File: src/rtl/orc_pkg.sv
// Shared types and defaults for the out-of-order reorder collector.
package orc_pkg;
    localparam int ID_W_DEF   = 4;
    localparam int DATA_W_DEF = 8;
    localparam int ID_IDLE    = 0;

    typedef enum logic [1:0] {
        ST_IDLE,
        ST_RUN,
        ST_DRAIN,
        ST_DONE
    } orc_state_e;
endpackage

File: src/rtl/ooo_reorder_collector_if.sv
// Request/response and in-order release stream between responder, collector and consumer.
interface ooo_reorder_collector_if
    import orc_pkg::*;
#(
    parameter int ID_W   = ID_W_DEF,
    parameter int DATA_W = DATA_W_DEF
);
    logic              req_vld;
    logic              rsp_vld;
    logic [ID_W-1:0]   rsp_id;
    logic [DATA_W-1:0] rsp_data;
    logic              out_vld;
    logic              out_rdy;
    logic [ID_W-1:0]   out_id;
    logic [DATA_W-1:0] out_data;

    modport master (
        output req_vld,
        input  rsp_vld, rsp_id, rsp_data,
        output out_vld, out_id, out_data,
        input  out_rdy
    );

    modport slave (
        input  req_vld,
        output rsp_vld, rsp_id, rsp_data,
        input  out_vld, out_id, out_data,
        output out_rdy
    );
endinterface

File: src/rtl/orc_slot_store.sv
// Payload array plus valid bitmap indexed by ID 1..NUM_ID; one capture port, one release port.
module orc_slot_store
    import orc_pkg::*;
#(
    parameter int ID_W   = ID_W_DEF,
    parameter int DATA_W = DATA_W_DEF,
    parameter int NUM_ID = 10
) (
    input  logic              clk,
    input  logic              rst,
    input  logic              clr_all,
    input  logic              wr_en,
    input  logic [ID_W-1:0]   wr_id,
    input  logic [DATA_W-1:0] wr_data,
    output logic              wr_hit,
    input  logic [ID_W-1:0]   rd_id,
    input  logic              rd_clr,
    output logic              rd_vld,
    output logic [DATA_W-1:0] rd_data
);
    logic [NUM_ID:1]   vld_q;
    logic [DATA_W-1:0] mem_q [1:NUM_ID];

    function automatic logic in_range(input logic [ID_W-1:0] id);
        return (int'(id) >= 1) && (int'(id) <= NUM_ID);
    endfunction

    assign wr_hit  = in_range(wr_id) && vld_q[wr_id];
    assign rd_vld  = in_range(rd_id) && vld_q[rd_id];
    assign rd_data = in_range(rd_id) ? mem_q[rd_id] : '0;

    // Capture and release never target the same ID in one cycle: the top drops
    // a capture whose slot is still valid.
    always_ff @(posedge clk) begin
        if (rst || clr_all) begin
            vld_q <= '0;
        end else begin
            if (wr_en && in_range(wr_id)) vld_q[wr_id] <= 1'b1;
            if (rd_clr && in_range(rd_id)) vld_q[rd_id] <= 1'b0;
        end
    end

    always_ff @(posedge clk) begin
        if (wr_en && in_range(wr_id)) mem_q[wr_id] <= wr_data;
    end
endmodule

File: src/rtl/ooo_reorder_collector.sv
// Issues requests, captures tagged responses in any order, releases them in ascending ID order.
// Optional idle watchdog is built only when ORC_TIMEOUT_EN is defined.
module ooo_reorder_collector
    import orc_pkg::*;
#(
    parameter int ID_W            = ID_W_DEF,
    parameter int DATA_W          = DATA_W_DEF,
    parameter int NUM_ID          = 10,
    parameter int MAX_OUTSTANDING = 4,
    parameter int TIMEOUT_CYC     = 64
) (
    input  logic clk,
    input  logic rst,
    input  logic start,
    ooo_reorder_collector_if.master bus,
    output logic done,
    output logic dup_err,
    output logic range_err,
    output logic timeout_err
);
    // state    | meaning
    // ST_IDLE  | after reset, waiting for start
    // ST_RUN   | issuing requests, capturing and releasing
    // ST_DRAIN | all requests issued, releasing remaining IDs
    // ST_DONE  | run finished (or watchdog fired), waiting for start
    localparam int CNT_W = $clog2(NUM_ID + 1);

    orc_state_e        state_q, state_nxt;
    logic [CNT_W-1:0]  issued_q, released_q, outstanding_q;
    logic [CNT_W-1:0]  issued_nxt, released_nxt, outstanding_nxt;
    logic [ID_W-1:0]   exp_id_q;
    logic              req_vld_q, req_nxt;
    logic              done_q, dup_q, range_q;
    logic              active, start_ok, fire, rsp_legal, cap_en, cap_hit, wd_fire;
    logic              rd_vld;
    logic [DATA_W-1:0] rd_data;

    assign active    = (state_q == ST_RUN) || (state_q == ST_DRAIN);
    assign start_ok  = start && !active;
    assign rsp_legal = (int'(bus.rsp_id) != ID_IDLE) && (int'(bus.rsp_id) <= NUM_ID);
    assign cap_en    = active && bus.rsp_vld && rsp_legal && !cap_hit;

    assign bus.out_vld  = active && rd_vld;
    assign bus.out_id   = bus.out_vld ? exp_id_q : '0;
    assign bus.out_data = bus.out_vld ? rd_data : '0;
    assign bus.req_vld  = req_vld_q;
    assign fire         = bus.out_vld && bus.out_rdy;

    assign done      = done_q;
    assign dup_err   = dup_q;
    assign range_err = range_q;

    orc_slot_store #(
        .ID_W   (ID_W),
        .DATA_W (DATA_W),
        .NUM_ID (NUM_ID)
    ) u_store (
        .clk     (clk),
        .rst     (rst),
        .clr_all (start_ok || wd_fire),
        .wr_en   (cap_en),
        .wr_id   (bus.rsp_id),
        .wr_data (bus.rsp_data),
        .wr_hit  (cap_hit),
        .rd_id   (exp_id_q),
        .rd_clr  (fire),
        .rd_vld  (rd_vld),
        .rd_data (rd_data)
    );

    always_comb begin
        issued_nxt      = issued_q + CNT_W'(req_vld_q);
        released_nxt    = released_q + CNT_W'(fire);
        outstanding_nxt = outstanding_q;
        if (req_vld_q && !fire)
            outstanding_nxt = outstanding_q + CNT_W'(1);
        else if (!req_vld_q && fire && (outstanding_q != '0))
            outstanding_nxt = outstanding_q - CNT_W'(1);

        state_nxt = state_q;
        case (state_q)
            ST_IDLE, ST_DONE: if (start) state_nxt = ST_RUN;
            default: begin
                if (wd_fire || (int'(released_nxt) == NUM_ID))
                    state_nxt = ST_DONE;
                else if ((state_q == ST_RUN) && (int'(issued_nxt) == NUM_ID))
                    state_nxt = ST_DRAIN;
            end
        endcase

        // Looking at next-cycle counts keeps the registered req_vld inside the credit limit.
        req_nxt = 1'b0;
        if (start_ok)
            req_nxt = 1'b1;
        else if (state_nxt == ST_RUN)
            req_nxt = (int'(outstanding_nxt) < MAX_OUTSTANDING) && (int'(issued_nxt) < NUM_ID);
    end

    always_ff @(posedge clk) begin
        if (rst) begin
            state_q       <= ST_IDLE;
            req_vld_q     <= 1'b0;
            issued_q      <= '0;
            released_q    <= '0;
            outstanding_q <= '0;
            exp_id_q      <= ID_W'(1);
            done_q        <= 1'b0;
            dup_q         <= 1'b0;
            range_q       <= 1'b0;
        end else begin
            state_q   <= state_nxt;
            req_vld_q <= req_nxt;
            if (start_ok) begin
                issued_q      <= '0;
                released_q    <= '0;
                outstanding_q <= '0;
                exp_id_q      <= ID_W'(1);
                done_q        <= 1'b0;
                dup_q         <= 1'b0;
                range_q       <= 1'b0;
            end else begin
                issued_q      <= issued_nxt;
                released_q    <= released_nxt;
                outstanding_q <= outstanding_nxt;
                if (fire) exp_id_q <= exp_id_q + ID_W'(1);
                if (active && bus.rsp_vld && !rsp_legal) range_q <= 1'b1;
                if (active && bus.rsp_vld && rsp_legal && cap_hit) dup_q <= 1'b1;
                if (active && (state_nxt == ST_DONE)) done_q <= 1'b1;
            end
        end
    end

`ifdef ORC_TIMEOUT_EN
    localparam int WD_W = $clog2(TIMEOUT_CYC + 1);

    logic [WD_W-1:0] wd_q;
    logic            tmo_q;

    // Down-counter of idle cycles; terminal count 1 marks the TIMEOUT_CYC-th idle cycle.
    assign wd_fire     = active && !bus.rsp_vld && !fire && (wd_q == WD_W'(1));
    assign timeout_err = tmo_q;

    always_ff @(posedge clk) begin
        if (rst || start_ok || !active || bus.rsp_vld || fire)
            wd_q <= WD_W'(TIMEOUT_CYC);
        else if (wd_q != '0)
            wd_q <= wd_q - WD_W'(1);
    end

    always_ff @(posedge clk) begin
        if (rst || start_ok)
            tmo_q <= 1'b0;
        else if (wd_fire)
            tmo_q <= 1'b1;
    end
`else
    assign wd_fire     = 1'b0;
    assign timeout_err = 1'b0;
`endif
endmodule

File: src/flat_wrapper.sv
// flat-port wrapper written by rule: the top's interface ports become plain ports
module ooo_reorder_collector_flat import orc_pkg::*;
#(
    parameter int ID_W            = ID_W_DEF,
    parameter int DATA_W          = DATA_W_DEF,
    parameter int NUM_ID          = 10,
    parameter int MAX_OUTSTANDING = 4,
    parameter int TIMEOUT_CYC     = 64
)
  (clk, rst, start, done, dup_err, range_err, timeout_err, bus_req_vld, bus_rsp_vld, bus_rsp_id, bus_rsp_data, bus_out_vld, bus_out_id, bus_out_data, bus_out_rdy);
  ooo_reorder_collector_if #(.ID_W(ID_W), .DATA_W(DATA_W)) bus_i ();
  input  logic clk;
  input  logic rst;
  input  logic start;
  output logic done;
  output logic dup_err;
  output logic range_err;
  output logic timeout_err;
  output wire logic [$bits(bus_i.req_vld)-1:0] bus_req_vld;
  input wire logic [$bits(bus_i.rsp_vld)-1:0] bus_rsp_vld;
  input wire logic [$bits(bus_i.rsp_id)-1:0] bus_rsp_id;
  input wire logic [$bits(bus_i.rsp_data)-1:0] bus_rsp_data;
  output wire logic [$bits(bus_i.out_vld)-1:0] bus_out_vld;
  output wire logic [$bits(bus_i.out_id)-1:0] bus_out_id;
  output wire logic [$bits(bus_i.out_data)-1:0] bus_out_data;
  input wire logic [$bits(bus_i.out_rdy)-1:0] bus_out_rdy;
  assign bus_req_vld = bus_i.req_vld;
  assign bus_i.rsp_vld = bus_rsp_vld;
  assign bus_i.rsp_id = bus_rsp_id;
  assign bus_i.rsp_data = bus_rsp_data;
  assign bus_out_vld = bus_i.out_vld;
  assign bus_out_id = bus_i.out_id;
  assign bus_out_data = bus_i.out_data;
  assign bus_i.out_rdy = bus_out_rdy;
  ooo_reorder_collector #(.ID_W(ID_W), .DATA_W(DATA_W), .NUM_ID(NUM_ID), .MAX_OUTSTANDING(MAX_OUTSTANDING), .TIMEOUT_CYC(TIMEOUT_CYC)) u_core (.clk(clk), .rst(rst), .start(start), .bus(bus_i), .done(done), .dup_err(dup_err), .range_err(range_err), .timeout_err(timeout_err));
endmodule
File: config.mk
export PLATFORM = sky130hd
export DESIGN_NAME = ooo_reorder_collector_flat
export DESIGN_NICKNAME = d
export VERILOG_FILES = /design/src/rtl/orc_pkg.sv /design/src/rtl/ooo_reorder_collector_if.sv /design/src/rtl/orc_slot_store.sv /design/src/rtl/ooo_reorder_collector.sv /design/src/flat_wrapper.sv
export SDC_FILE = /design/constraint.sdc
export NUM_CORES = 1
export LEC_CHECK = 0
export ABC_AREA = 1
export CORE_UTILIZATION = 53
export DETAILED_ROUTE_END_ITERATION = 6
export PLACE_DENSITY = 0.76
export SLEW_MARGIN = 5
export SYNTH_ARGS = -nofsm -noshare
export SYNTH_HDL_FRONTEND = slang
export SYNTH_SLANG_ARGS = --single-unit
File: constraint.sdc
create_clock -name clk -period 2.7 [get_ports clk]
set_input_delay 0.81 -clock clk [delete_from_list [all_inputs] [get_ports clk]]
set_output_delay 0.81 -clock clk [all_outputs]
set_load 0.01 [all_outputs]
Yosys cells after proc, flatten, opt, wreduce, memory -nomap -nowiden:

Memories as Yosys holds them, arrays and structs flattened. A register that Yosys moved wholly into a read port is not among the register bits.
Index checks and enable logic that the tools add are counted.

* word-level logic and storage cells: 97
* memories: 1
* register bits after elaboration: 32
* bits in writable memories: 80
* output and inout bits: 18

* reduce and logical (&&, ||, !) cells: 35
* $lt $le $gt $ge: 10
* add/subtract/negate cells: 5
* bitwise gates (word level): 3
* muxes and demuxes: 26
* equal/unequal tests: 7

Memories
* u_core.u_store.mem_q: depth 10, width 8, read ports 1, clocked after Yosys merged registers in 1, write ports 1, RTL line orc_slot_store.sv:22 `logic [DATA_W-1:0] mem_q [1:NUM_ID];`

Operators with widths (number)
* 10-bit 2-to-1 mux: 3
* 1-bit logical AND: 23
* 4-bit 2-to-1 mux: 5
* 4-bit by 1-bit >= comparator with 1-bit output, second input constant: 4
* 8-bit 2-to-1 mux: 2
* 10-bit bitwise AND: 1
* 4-bit by 5-bit less-than comparator with 1-bit output, second input constant: 2
* 10-bit inverter: 1
* 10-bit OR: 1
* 4-bit by 1-bit adder with 4-bit output: 2
* 4-bit by 1-bit adder with 4-bit output, second input constant: 2
* 1-bit binary-select mux with 4-bit select: 2
* 1-bit demux with 4-bit select: 2
* 4-bit == test, second input constant: 2
* 4-bit <= comparator, second input constant: 2
* 1-bit 2-to-1 mux: 8
* 2-bit 2-to-1 mux: 4
* 4-bit nonzero test: 2
* 2-bit == test, second input constant: 3
* 1-bit logical NOT: 5
* 2-bit by 1-bit == test with 1-bit output, second input constant: 2
* 4-bit by 3-bit less-than comparator with 1-bit output, second input constant: 1
* 4-bit less-than comparator, second input constant: 1
* 2-bit OR reduction: 2
* other kinds (3): 4

Depth between registers and ports, before layout:

Gate-level depths: netlist of the first run.

* word-level depth: 13
* gate-level depth with buffers: 25
* depth with buffers taken out: 25

Modules after synthesis:

A second synthesis of the first run with hierarchy kept.

* cells, all modules: 601
* area, all modules: 5353.9 um2

Modules (own cells, without submodules)
* orc_slot_store: cells each 413, instances 1, seq. area each 2602.5 um2, area an instance 4101.4 um2
* ooo_reorder_collector: cells each 188, instances 1, seq. area each 440.4 um2, area an instance 1252.5 um2

Worst setup path after synthesis of the first run:

OpenSTA, ideal clock, no wires.

* path kind: input to register
* start: input port bus_rsp_id[0]
* end: memory u_core.u_store.mem_q[4][0] (netlist bit) (enable)
* path buffers: 0
* setup time: 0.398 ns
* stages on the path: 8
* arrival: 2.378 ns
* required time: 2.302 ns
* setup slack: -0.077 ns
* cell sequence: inv_1 -> nor2_1 -> inv_1 -> o22ai_1 -> o21ai_0 -> nand3_1 -> nand2_2 -> nor4_1

* cells in the longest elaborated chain, start to end: 8
* elaborated cells between the ends (all ways): 14

RTL lines
* from (decl): RTL line flat_wrapper.sv:21 `input wire logic [$bits(bus_i.rsp_id)-1:0] bus_rsp_id;`
* 1-bit binary-select mux with 4-bit select (tied with other cells): RTL line orc_slot_store.sv:28 `assign wr_hit = in_range(wr_id) && vld_q[wr_id];`
* 1-bit 2-to-1 mux (not written as such) / 1-bit logical AND (equally long branches): RTL line orc_slot_store.sv:28, orc_slot_store.sv:25
* 1-bit logical AND: RTL line orc_slot_store.sv:28
* 1-bit logical NOT: RTL line ooo_reorder_collector.sv:41 `assign cap_en = active && bus.rsp_vld && rsp_legal && !cap_hit;`
* 1-bit logical AND: RTL line ooo_reorder_collector.sv:41
* 1-bit logical AND: RTL line orc_slot_store.sv:44 `if (wr_en && in_range(wr_id)) mem_q[wr_id] <= wr_data;`
* 1-bit 2-to-1 mux: RTL line orc_slot_store.sv:44
* 1-bit 2-to-1 mux (not written as such): RTL line orc_slot_store.sv:44
* to (decl): RTL line orc_slot_store.sv:22

Several ways; a longest one is shown, not always the timed one. The select of a mux whose other input is x is not followed.

==> results of run 1 <==
==> state kept, by name, summed over array words and instances (netlist names), 2 cells and up, named ones only <==
register              count
u_core.u_store.mem_q     80
u_core.u_store.vld_q     10
u_core.exp_id_q           4
u_core.issued_q           4
u_core.outstanding_q      4
u_core.released_q         4
u_core.state_q            2
==> per-layer routing <==
layer  GRT usage  share of wire
met1       0.369           0.38
met3      0.0717          0.071
met2       0.516           0.50
met4       0.172          0.051
met5           0              0
==> timing repair <==
item / CTS / global route
resized for setup: 101 / 32
setup endpoints to repair: 16 / 27
pin swaps: 20 / 13
setup buffers: 9 / 5
cloned: 0 / 0
hold endpoints to repair: 0 / 0
==> metrics by stage <==
step / setup slack [ps] / cell area, um2
after floorplan: -76.7 / 5090
after global placement: -337 / 6120
after detailed placement: -332 / 6120
after CTS: -297 / 7010
after global routing: -512 / 7170
final: -459 / 7170
==> cells by family (layout without fill, tap and decap cells) <==
logic type | Yosys count | count (layout) | synth area share
buffers and inverters | 59 | 198 | 0.0465
other | 1 | 1 | 0.000737
adder cells (fa/ha/maj) | 12 | 12 | 0.0295
XOR/XNOR | 8 | 8 | 0.0138
AO/OA/AOI/OAI | 95 | 95 | 0.115
AND/OR/NAND/NOR | 214 | 214 | 0.181
flip-flops | 116 | 116 | 0.614
==> worst max-delay path, cell delays in order, from the launching register on <==
cell	delay, ps
dfxtp_1	340
inv_1	160
buf_4	250
nor2_1	90
o31ai_1	540
nand2_4	110
a31oi_4	170
buf_2	160
==> Yosys cell counts, types with 4 or more instances <==
cell type	instances
xnor2_1	5
nor2_2	4
nor2_1	80
a211oi_1	5
nand2_1	86
ha_1	12
o311ai_0	6
clkbuf_1	14
nand3_1	19
nor3_1	7
edfxtp_1	80
nor4_1	5
inv_1	37
nand2_2	4
a31oi_1	5
o21ai_0	22
o221a_2	4
a21oi_1	37
dfxtp_1	36
a221oi_1	4
==> final cells by class <==
| class | instances | share of cell area |
|---|---|---|
| Inverter | 42 | 0.0227 |
| Clock buffer | 18 | 0.0583 |
| Timing Repair Buffer | 124 | 0.142 |
| Tap cell | 129 | 0.0225 |
| Multi-Input combinational cell | 330 | 0.282 |
| Sequential cell | 116 | 0.437 |
| Clock inverter | 14 | 0.0356 |
==> placed cells by master, fill, tap and decap left out, drive strengths merged, types with 3 or more instances in the layout <==
cell | Yosys | routed
nor4 | 5 | 5
o21a | 3 | 3
clkinv | 2 | 5
bufinv | 0 | 7
buf | 2 | 104
o311ai | 6 | 6
inv | 40 | 42
a221oi | 4 | 4
xnor2 | 5 | 5
a31oi | 5 | 5
nand2 | 91 | 91
dfxtp | 36 | 36
ha | 12 | 12
nand3 | 23 | 23
edfxtp | 80 | 80
o221a | 4 | 4
a21oi | 37 | 37
nor2 | 84 | 84
o21ai | 24 | 24
xor2 | 3 | 3
clkbuf | 15 | 18
nor3 | 7 | 7
clkdlybuf4s50 | 0 | 20
a211oi | 5 | 5
==> how the worst min path moves through the flow <==
| stage | end | depth (start not counted) |
|---|---|---|
| 2_1_floorplan | u_core.u_store.vld_q[10] | 2 |
| 3_3_place_gp | u_core.done | 1 |
| 3_5_place_dp | u_core.range_err | 1 |
| 4_1_cts | u_core.range_err | 1 |
| 5_1_grt | u_core.range_err | 1 |
| 6_report | u_core.range_err | 1 |
==> power by group through the flow <==
stage,Sequential [uW],Combinational (uW),Clock (uW)
4_1_cts,1920,193,2580
5_1_grt,1920,224,2680
6_report,1920,207,2610
2_1_floorplan,1960,79.5,0
3_3_place_gp,1960,177,0
3_5_place_dp,1960,183,0
==> results.md, run 1 <==
- Pin count of the biggest net entering global routing: 21
- Top FF cell, synth: edfxtp_1
- Netlist cell types: between 40 and 50
- Avg Cell Area, Syn: 10.1 um2
- Final Power: 4730 uW
- First-pass iteration count of the detailed router: 5
- Global-route wire length before repair: around 23 mm
- Worst Max-Slew Pin Slew: 639 ps
- Layout cells sized above 1: 0.318
- Final min period: 3160 ps
- Dpl hpwl: 8.74 mm
- Clock skew: 10.0 ps
- Sequential share of power: 0.406
- GPL Wtd Cong: 0.910
- Total negative slack: -5130 ps
- Clock transition at path regs: 60 ps
- Vias per cell: 5.86
- CTS Buffer Depth: 2
- Post-Place Cells: 728
- Psw: 958 uW
- Final setup vio count: 17
- Num CTS Buffers: 17
- R2r worst-path depth: 23
- Die Ht: ~100 um
- Post-Layout Cell Count: 773
- Crit Path Max Fanout: 16
- Final Hold Fails: 0
- Number of synthesized flops with an enable pin: 80
- Pint: 3770 uW
- Post-synth ARST share: 0
- Root buffer cell: clkbuf_8
- Critical Path AT: 2350 ps
- Vias in the first global route: 4505
- Total grt overflow: 0
- Post-layout util: 0.772
- Hold_ws: 475 ps
- Flops & latches, synth: 116
- GRT Overall Usage: 0.308
- # fillers: 530
- FF/Latch Area: about 0.0031 mm2
- Area growth syn-to-layout: 40.9%
- Worst Setup EP: bus_out_data[3]
- Clock share of power: 0.551
- Worst hold path class: flop to flop
- Reg-to-Reg Start: u_core.exp_id_q[0]
- Synth Instances: just over 500
- Die width: between 90 and 100 um
- CTS Hold Bufs: 0
- Synth warn: 0
- Sink Count: 116
- Max Cap Violations: 0
- Via count: approximately 4500
- Synth area leader: edfxtp_1
- Switching fraction of total power: 0.203
- Ant diodes: 0
- Hold_sp: u_core.range_err
- H-tree depth: 4
- Failing checks: setup timing
- Sequential fraction of the synthesis area: 0.614
- Fmax: 317 MHz
- Drt wl/cell: 19.9 um
- Final WS setup: -459 ps
- Clk_lat worst skew: 530 ps
- Syn_nets: 534
- Reg2reg end: u_core.done
- Initial DRC Count: 495
- Logic gate share of total power: 0.044
- CTS tree: yes
- # DRC: 0
- Layout Nets: 660
- Worst Path Required: 1890 ps
- VDD IR max: 0.403 mV
- Worst setup path category: flop to primary output
- Top cells by area, synth: edfxtp_1, dfxtp_1, nand2_1
- Synth top area share: 0.472
- Multi-input gate area: 0.00202 mm2
- Area of the mapped netlist: 0.00509 mm2
- Initial antenna violation count: 0
- CORE AREA: 0.00928 mm2
- Startpoint types: flop
- Slew Viols, Final: 0
- Tcrit/Tclk final: 1.17
- Slew HR: 0.570
- Status: finished, violations left
- RSZ-0062 raised after global routing: yes
- Power Dens Cells: between 600 and 700 mW/mm2
- Post-DRT Antenna Nets: 0
- Die area: 0.0100 mm2
- Leak: 0.00279 uW
- DRT Wirelength: 15.4 mm
- Initial Util: 0.548
- Top Ports: 35
- Port Buffers: 33
- R2r setup slk: -310 ps
- Core Rows: 35
- Crit end category: primary output
Note: power is estimated with default switching activity, not from simulation.
==> run 2: changes to the inputs <==
- MAX_ROUTING_LAYER: unset -> met4
==> run 2 against run 1 <==
The flow still finishes with violations (setup timing). Maximum frequency rose by 4.9%. First-iteration DRC count fell by 30%. Sequential share of layout area rose by 1.6 points. Hold slack got worse by 3.9 ps. Worst setup slack improved by 150 ps. Critical endpoint is now bus_out_data[7]. Clock power fell by 20%. Combinational power fell by 5%. Final cell count fell by 1.0%. Core utilization fell by 2.7 points. Via count fell by 4.8%. Power fell by 11%. Sequential cell count did not move.
==> results.md, run 2 (synthesized netlist as in run 1, its figures left out) <==
- Status: finished, violations left
- Failing checks: setup timing
- Die width: roughly 100 um
- Global-route wire length before repair: 20.9 mm
- CP Cell Sequence: inv_4, buf_6, nand2_1, nand3_1, nand2_1, nand2_1, nand2_1, nor2_4, inv_2, buf_8, nor3_2, buf_2
- CTS tree: yes
- Num CTS Buffers: 17
- Top reg by flops: u_core.u_store.mem_q
- H-tree depth: 4
- CP delay by family, top: simple AND/OR/NAND/NOR gates
- VDD IR max: 0.421 mV
- Root buffer cell: clkbuf_8
- Post-DRT Antenna Nets: 0
- Tcrit/Tclk final: 1.11
- Die area: 0.0100 mm2
- Startpoint types: flop
- Clk_lat worst skew: 520 ps
- CORE AREA: 0.00928 mm2
- Largest registers: u_core.u_store.mem_q (80), u_core.u_store.vld_q (10)
- Final Hold Fails: 0
- Worst setup path category: flop to primary output
- Final setup vio count: 14
- Crit Path Max Fanout: 9
- Post-Layout Cell Count: ~770
- Reg2reg end: u_core.bus.req_vld
- Largest register FFs: 80
- Reg-to-Reg Start: u_core.exp_id_q[0]
- Leak: 0.00267 uW
- Core Rows: 35
- Commonest non-fill, non-tap cells in the layout: edfxtp_1, nor2_1, nand2_1, buf_4, dfxtp_1
- Critical Path Stages: 12
- CTS Hold Bufs: 0
- Sink Count: around 120
- Power Dens Cells: 608 mW/mm2
- Crit path from: u_core.exp_id_q[0]
- Clock skew: 7.11 ps
- Slowest library cell on the worst path: dfxtp_4
- Pin count of the biggest net entering global routing: 21
- Area growth syn-to-layout: 35.9%
- WP buf/inv: 5
- Fmax: around 330 MHz
- Total grt overflow: 0
- Initial Util: 0.548
- # DRC: 0
- GPL Wtd Cong: 0.925
- RSZ-0062 raised after global routing: yes
- Die Ht: 100 um
- Most common cell after layout, fill and taps aside: edfxtp_1
- R2r worst-path depth: 24
- Max Cap Violations: 0
- Vias in the first global route: 4225
- Ant diodes: 0
- CTS Buffer Depth: 2
- Final min period: 3010 ps
- Most frequent CP cell: nand2_1
- Worst hold path class: flop to flop
- Post-layout util: 0.745
- GRT Overall Usage: 0.288
- Hold_ws: approximately 470 ps
- R2r setup slk: -110 ps
- Initial antenna violation count: 0
- DRT Wirelength: 13.5 mm
- Initial DRC Count: 348
- Via count: 4311
- Port Buffers: 33
- First-pass iteration count of the detailed router: 5
- Dpl hpwl: 8.54 mm
- Layout Nets: 652
- Critical Path AT: 2200 ps
- Worst Setup EP: bus_out_data[7]
- Slew Viols, Final: 0
- Final Power: 4200 uW
- Vias per cell: between 5 and 6
- Clock transition at path regs: 60 ps
- Max incr delay on CP: 360 ps
- Post-Place Cells: about 730
- Top Ports: 35
- Drt wl/cell: 17.7 um
- DP Worst Slack: -274 ps
- Final WS setup: -310 ps
- Crit end category: primary output
- Worst Path Required: about 1900 ps
- Layout cells sized above 1: 0.294
## run 2: through the flow
step	setup TNS [ps]	cell area [um2]
after CTS	-2760	6770
after global routing	-4680	6920
final	-3250	6920
after global placement	-8070	6120
after floorplan	-1820	5090
after detailed placement	-11070	6120
## run 2: power breakdown
part	internal (uW)	switching, uW
clock	1300	793
sequential	1910	10.0
combinational	86.7	110
## run 2: worst min-delay path by stage
stage / startpoint / to / slack [ps] / cells past startpoint
6_report: u_core.range_err / u_core.range_err / 470 / 1
4_1_cts: u_core.done / u_core.done / 480 / 1
2_1_floorplan: u_core.u_store.vld_q[10] / u_core.u_store.vld_q[10] / 460 / 2
3_5_place_dp: u_core.done / u_core.done / 460 / 1
3_3_place_gp: u_core.range_err / u_core.range_err / 450 / 1
5_1_grt: u_core.done / u_core.done / 490 / 1
## run 2: cell type report
class	count	area (um2)
sequential	116	3130
fill	614	2370
multi-input combinational	330	1950
timing repair buffer	116	955
clock buffer	17	414
inverter	42	163
tap	129	161
clock inverter	15	140
## run 2: what timing repair did
item                                    4_1_cts  5_1_grt
pin swaps                                    10       14
gates cloned                                  0        0
buffers inserted                              3        4
endpoints found under the setup margin       16       16
resized for setup                            89       26
## run 2: per-layer routing
metal / GRT usage / routed length [um] / share of wire
met3: 0.0703 / 950 / 0.070
met1: 0.338 / 5460 / 0.40
met4: 0.128 / 282 / 0.021
met2: 0.472 / 6850 / 0.51
met5: - / 0 / 0
==> run 3: changes to the inputs <==
- CORE_MARGIN: unset -> 10
- CORE_UTILIZATION: 53 -> 55
- PLACE_DENSITY: 0.76 -> 0.75
- clock period: 2.7 -> 3.78 ns (I/O delays scaled with it)
==> run 3 against run 2 <==
Wire length is 9.8% lower. Sequential cell count stayed put. Hold slack better by 8.8 ps. Register-to-register slack better by 800 ps. Highest routed layer unchanged. Die area is 35% higher. Non-clock buffer count is 63 lower. Cell area is 9.4% lower. Sequential share of layout area is 4.6 points higher. The flow now finishes without violations.
==> results.md, run 3 (synthesized netlist as in run 1, its figures left out) <==
- Vias in the first global route: 3881
- CTS tree: yes
- Total grt overflow: 0
- Switching fraction of total power: 0.204
- Psw: 634 uW
- Slew Viols, Final: 0
- Hold depth: 1
- Clock share of power: 0.523
- Logic gate share of total power: 0.035
- First-pass iteration count of the detailed router: 5
- GPL Wtd Cong: ~0.88
- Die area: between 0.01 and 0.015 mm2
- Final setup vio count: 0
- Die Ht: around 120 um
- Clock transition at path regs: ~60 ps
- Crit Path Max Fanout: 11
- VDD IR max: 0.311 mV
- Placed inst area: about 0.0056 mm2
- Ant diodes: 0
- Power Dens Cells: 495 mW/mm2
- Sequential share of power: 0.442
- Post-DRT Antenna Nets: 0
- Via count: 3881
- H-tree depth: 4
- Area growth syn-to-layout: 23.2%
- Max Cap Violations: 0
- Leak: 0.00245 uW
- Final Power: about 3100 uW
- Final instance area: 0.00627 mm2
- # fillers: 678
- Core Rows: 35
- Final WS setup: between 150 and 200 ps
- Initial DRC Count: ~440
- Fmax: 276 MHz
- CORE AREA: 0.00911 mm2
- Reg2reg end: u_core.bus.req_vld
- Port Buffers: 33
- Final min period: 3620 ps
- Total negative slack: 0 ps
- Num CTS Buffers: 17
- Worst Path Required: between 2000 and 3000 ps
- CTS Buffer Depth: 2
- Status: complete, no violations
- GRT Overall Usage: 0.198
- Top reg by flops: u_core.u_store.mem_q
- Clock skew: 8.26 ps
- Initial antenna violation count: 0
- Tcrit/Tclk final: 0.957
- Hold_sp: u_core.range_err
- Critical Path AT: 2480 ps
- Worst setup path category: flop to primary output
- Clk_lat worst skew: about 520 ps
- Hold Path Sink: u_core.range_err
- Dpl hpwl: 7.92 mm
- DRT Wirelength: ~12 mm
- Sink Count: ~120
- Vias per cell: 5.67
- R2r setup slk: between 600 and 700 ps
- Startpoint types: flop
- Pint: ~2500 uW
- CTS Hold Bufs: 0
- Top Ports: 35
- R2r worst-path depth: 26
- Root buffer cell: clkbuf_8
- Drt wl/cell: approximately 18 um
- DP Worst Slack: between 300 and 400 ps
- Die width: 116 um
- Largest register FFs: 80
- Final Hold Fails: 0
- Layout cells sized above 1: 0.138
- Initial Util: 0.559
- Layout Nets: a little under 600
- Crit end category: primary output
- Most common cell after layout, fill and taps aside: nand2_1
- Pin count of the biggest net entering global routing: 33
- Reg-to-Reg Start: u_core.exp_id_q[0]
- # DRC: 0
- Global-route wire length before repair: between 15 and 20 mm
- Worst hold path class: flop to flop
- Largest registers: u_core.u_store.mem_q (80), u_core.u_store.vld_q (10)
- Commonest non-fill, non-tap cells in the layout: nand2_1, edfxtp_1, nor2_1, a21oi_1, inv_1
==> run 3: worst max-delay path, cell delays in order (launching register included) <==
cell and delay, ps:
dfxtp_4 390, inv_6 110, ha_1 180, inv_1 40
nand2_1 50, nand2_1 50, nand2_1 70, nand2_2 70
nor2_2 80, nand2_1 60, nor2_2 130, buf_6 170
nand2_1 70, a31oi_1 200, dlygate4sd2_1 300
==> run 3: power by group through the flow <==
stage               Sequential [uW]  Clock, uW  Combinational [uW]
floorplan                      1400          0                56.8
CTS                            1370       1640                 108
global route                   1370       1700                 121
finish                         1370       1630                 108
global placement               1400          0                 103
detailed placement             1400          0                 107
==> run 3: repair_timing <==
| item | in CTS | in global routing |
|---|---|---|
| resized for setup | 13 | 8 |
| endpoints found under the setup margin | 12 | 8 |
| hold endpoints to repair | 0 | 0 |
| buffers inserted | 0 | 1 |
==> run 3: area by class of cell <==
class	count	area, um2	area share
Clock inverter	14	185	0.0295
Tap cell	111	139	0.0222
Inverter	42	164	0.0261
Multi-Input combinational cell	330	1750	0.279
Timing Repair Buffer	53	484	0.0772
Clock buffer	18	418	0.0667
Sequential cell	116	3130	0.499
==> run 3: metrics by stage <==
stage               instances   util  hold slack, ps
global route              684  0.688             491
finish                    684  0.688             480
floorplan                 505      -             464
CTS                       683  0.685             480
global placement          651  0.620             453
detailed placement        651  0.620             461
==> run 3: how the worst max path moves through the flow <==
stage                                 end          startpoint
2_1_floorplan  u_core.u_store.mem_q[4][0]       bus_rsp_id[0]
6_report                  bus_out_data[3]  u_core.exp_id_q[0]
5_1_grt                   bus_out_data[3]  u_core.exp_id_q[0]
3_5_place_dp              bus_out_data[0]  u_core.exp_id_q[0]
3_3_place_gp              bus_out_data[0]  u_core.exp_id_q[0]
4_1_cts                     bus_out_id[1]  u_core.exp_id_q[0]
==> run 3: metal layers <==
metal / track usage / vias to the layer above / share of wire / wire length (um)
li1: - / 1872 / - / -
met1: 0.231 / 1845 / 0.42 / 5120
met2: 0.323 / 142 / 0.50 / 6080
met3: 0.0483 / 22 / 0.061 / 747
met4: 0.0809 / 0 / 0.022 / 271
met5: - / - / 0 / 0
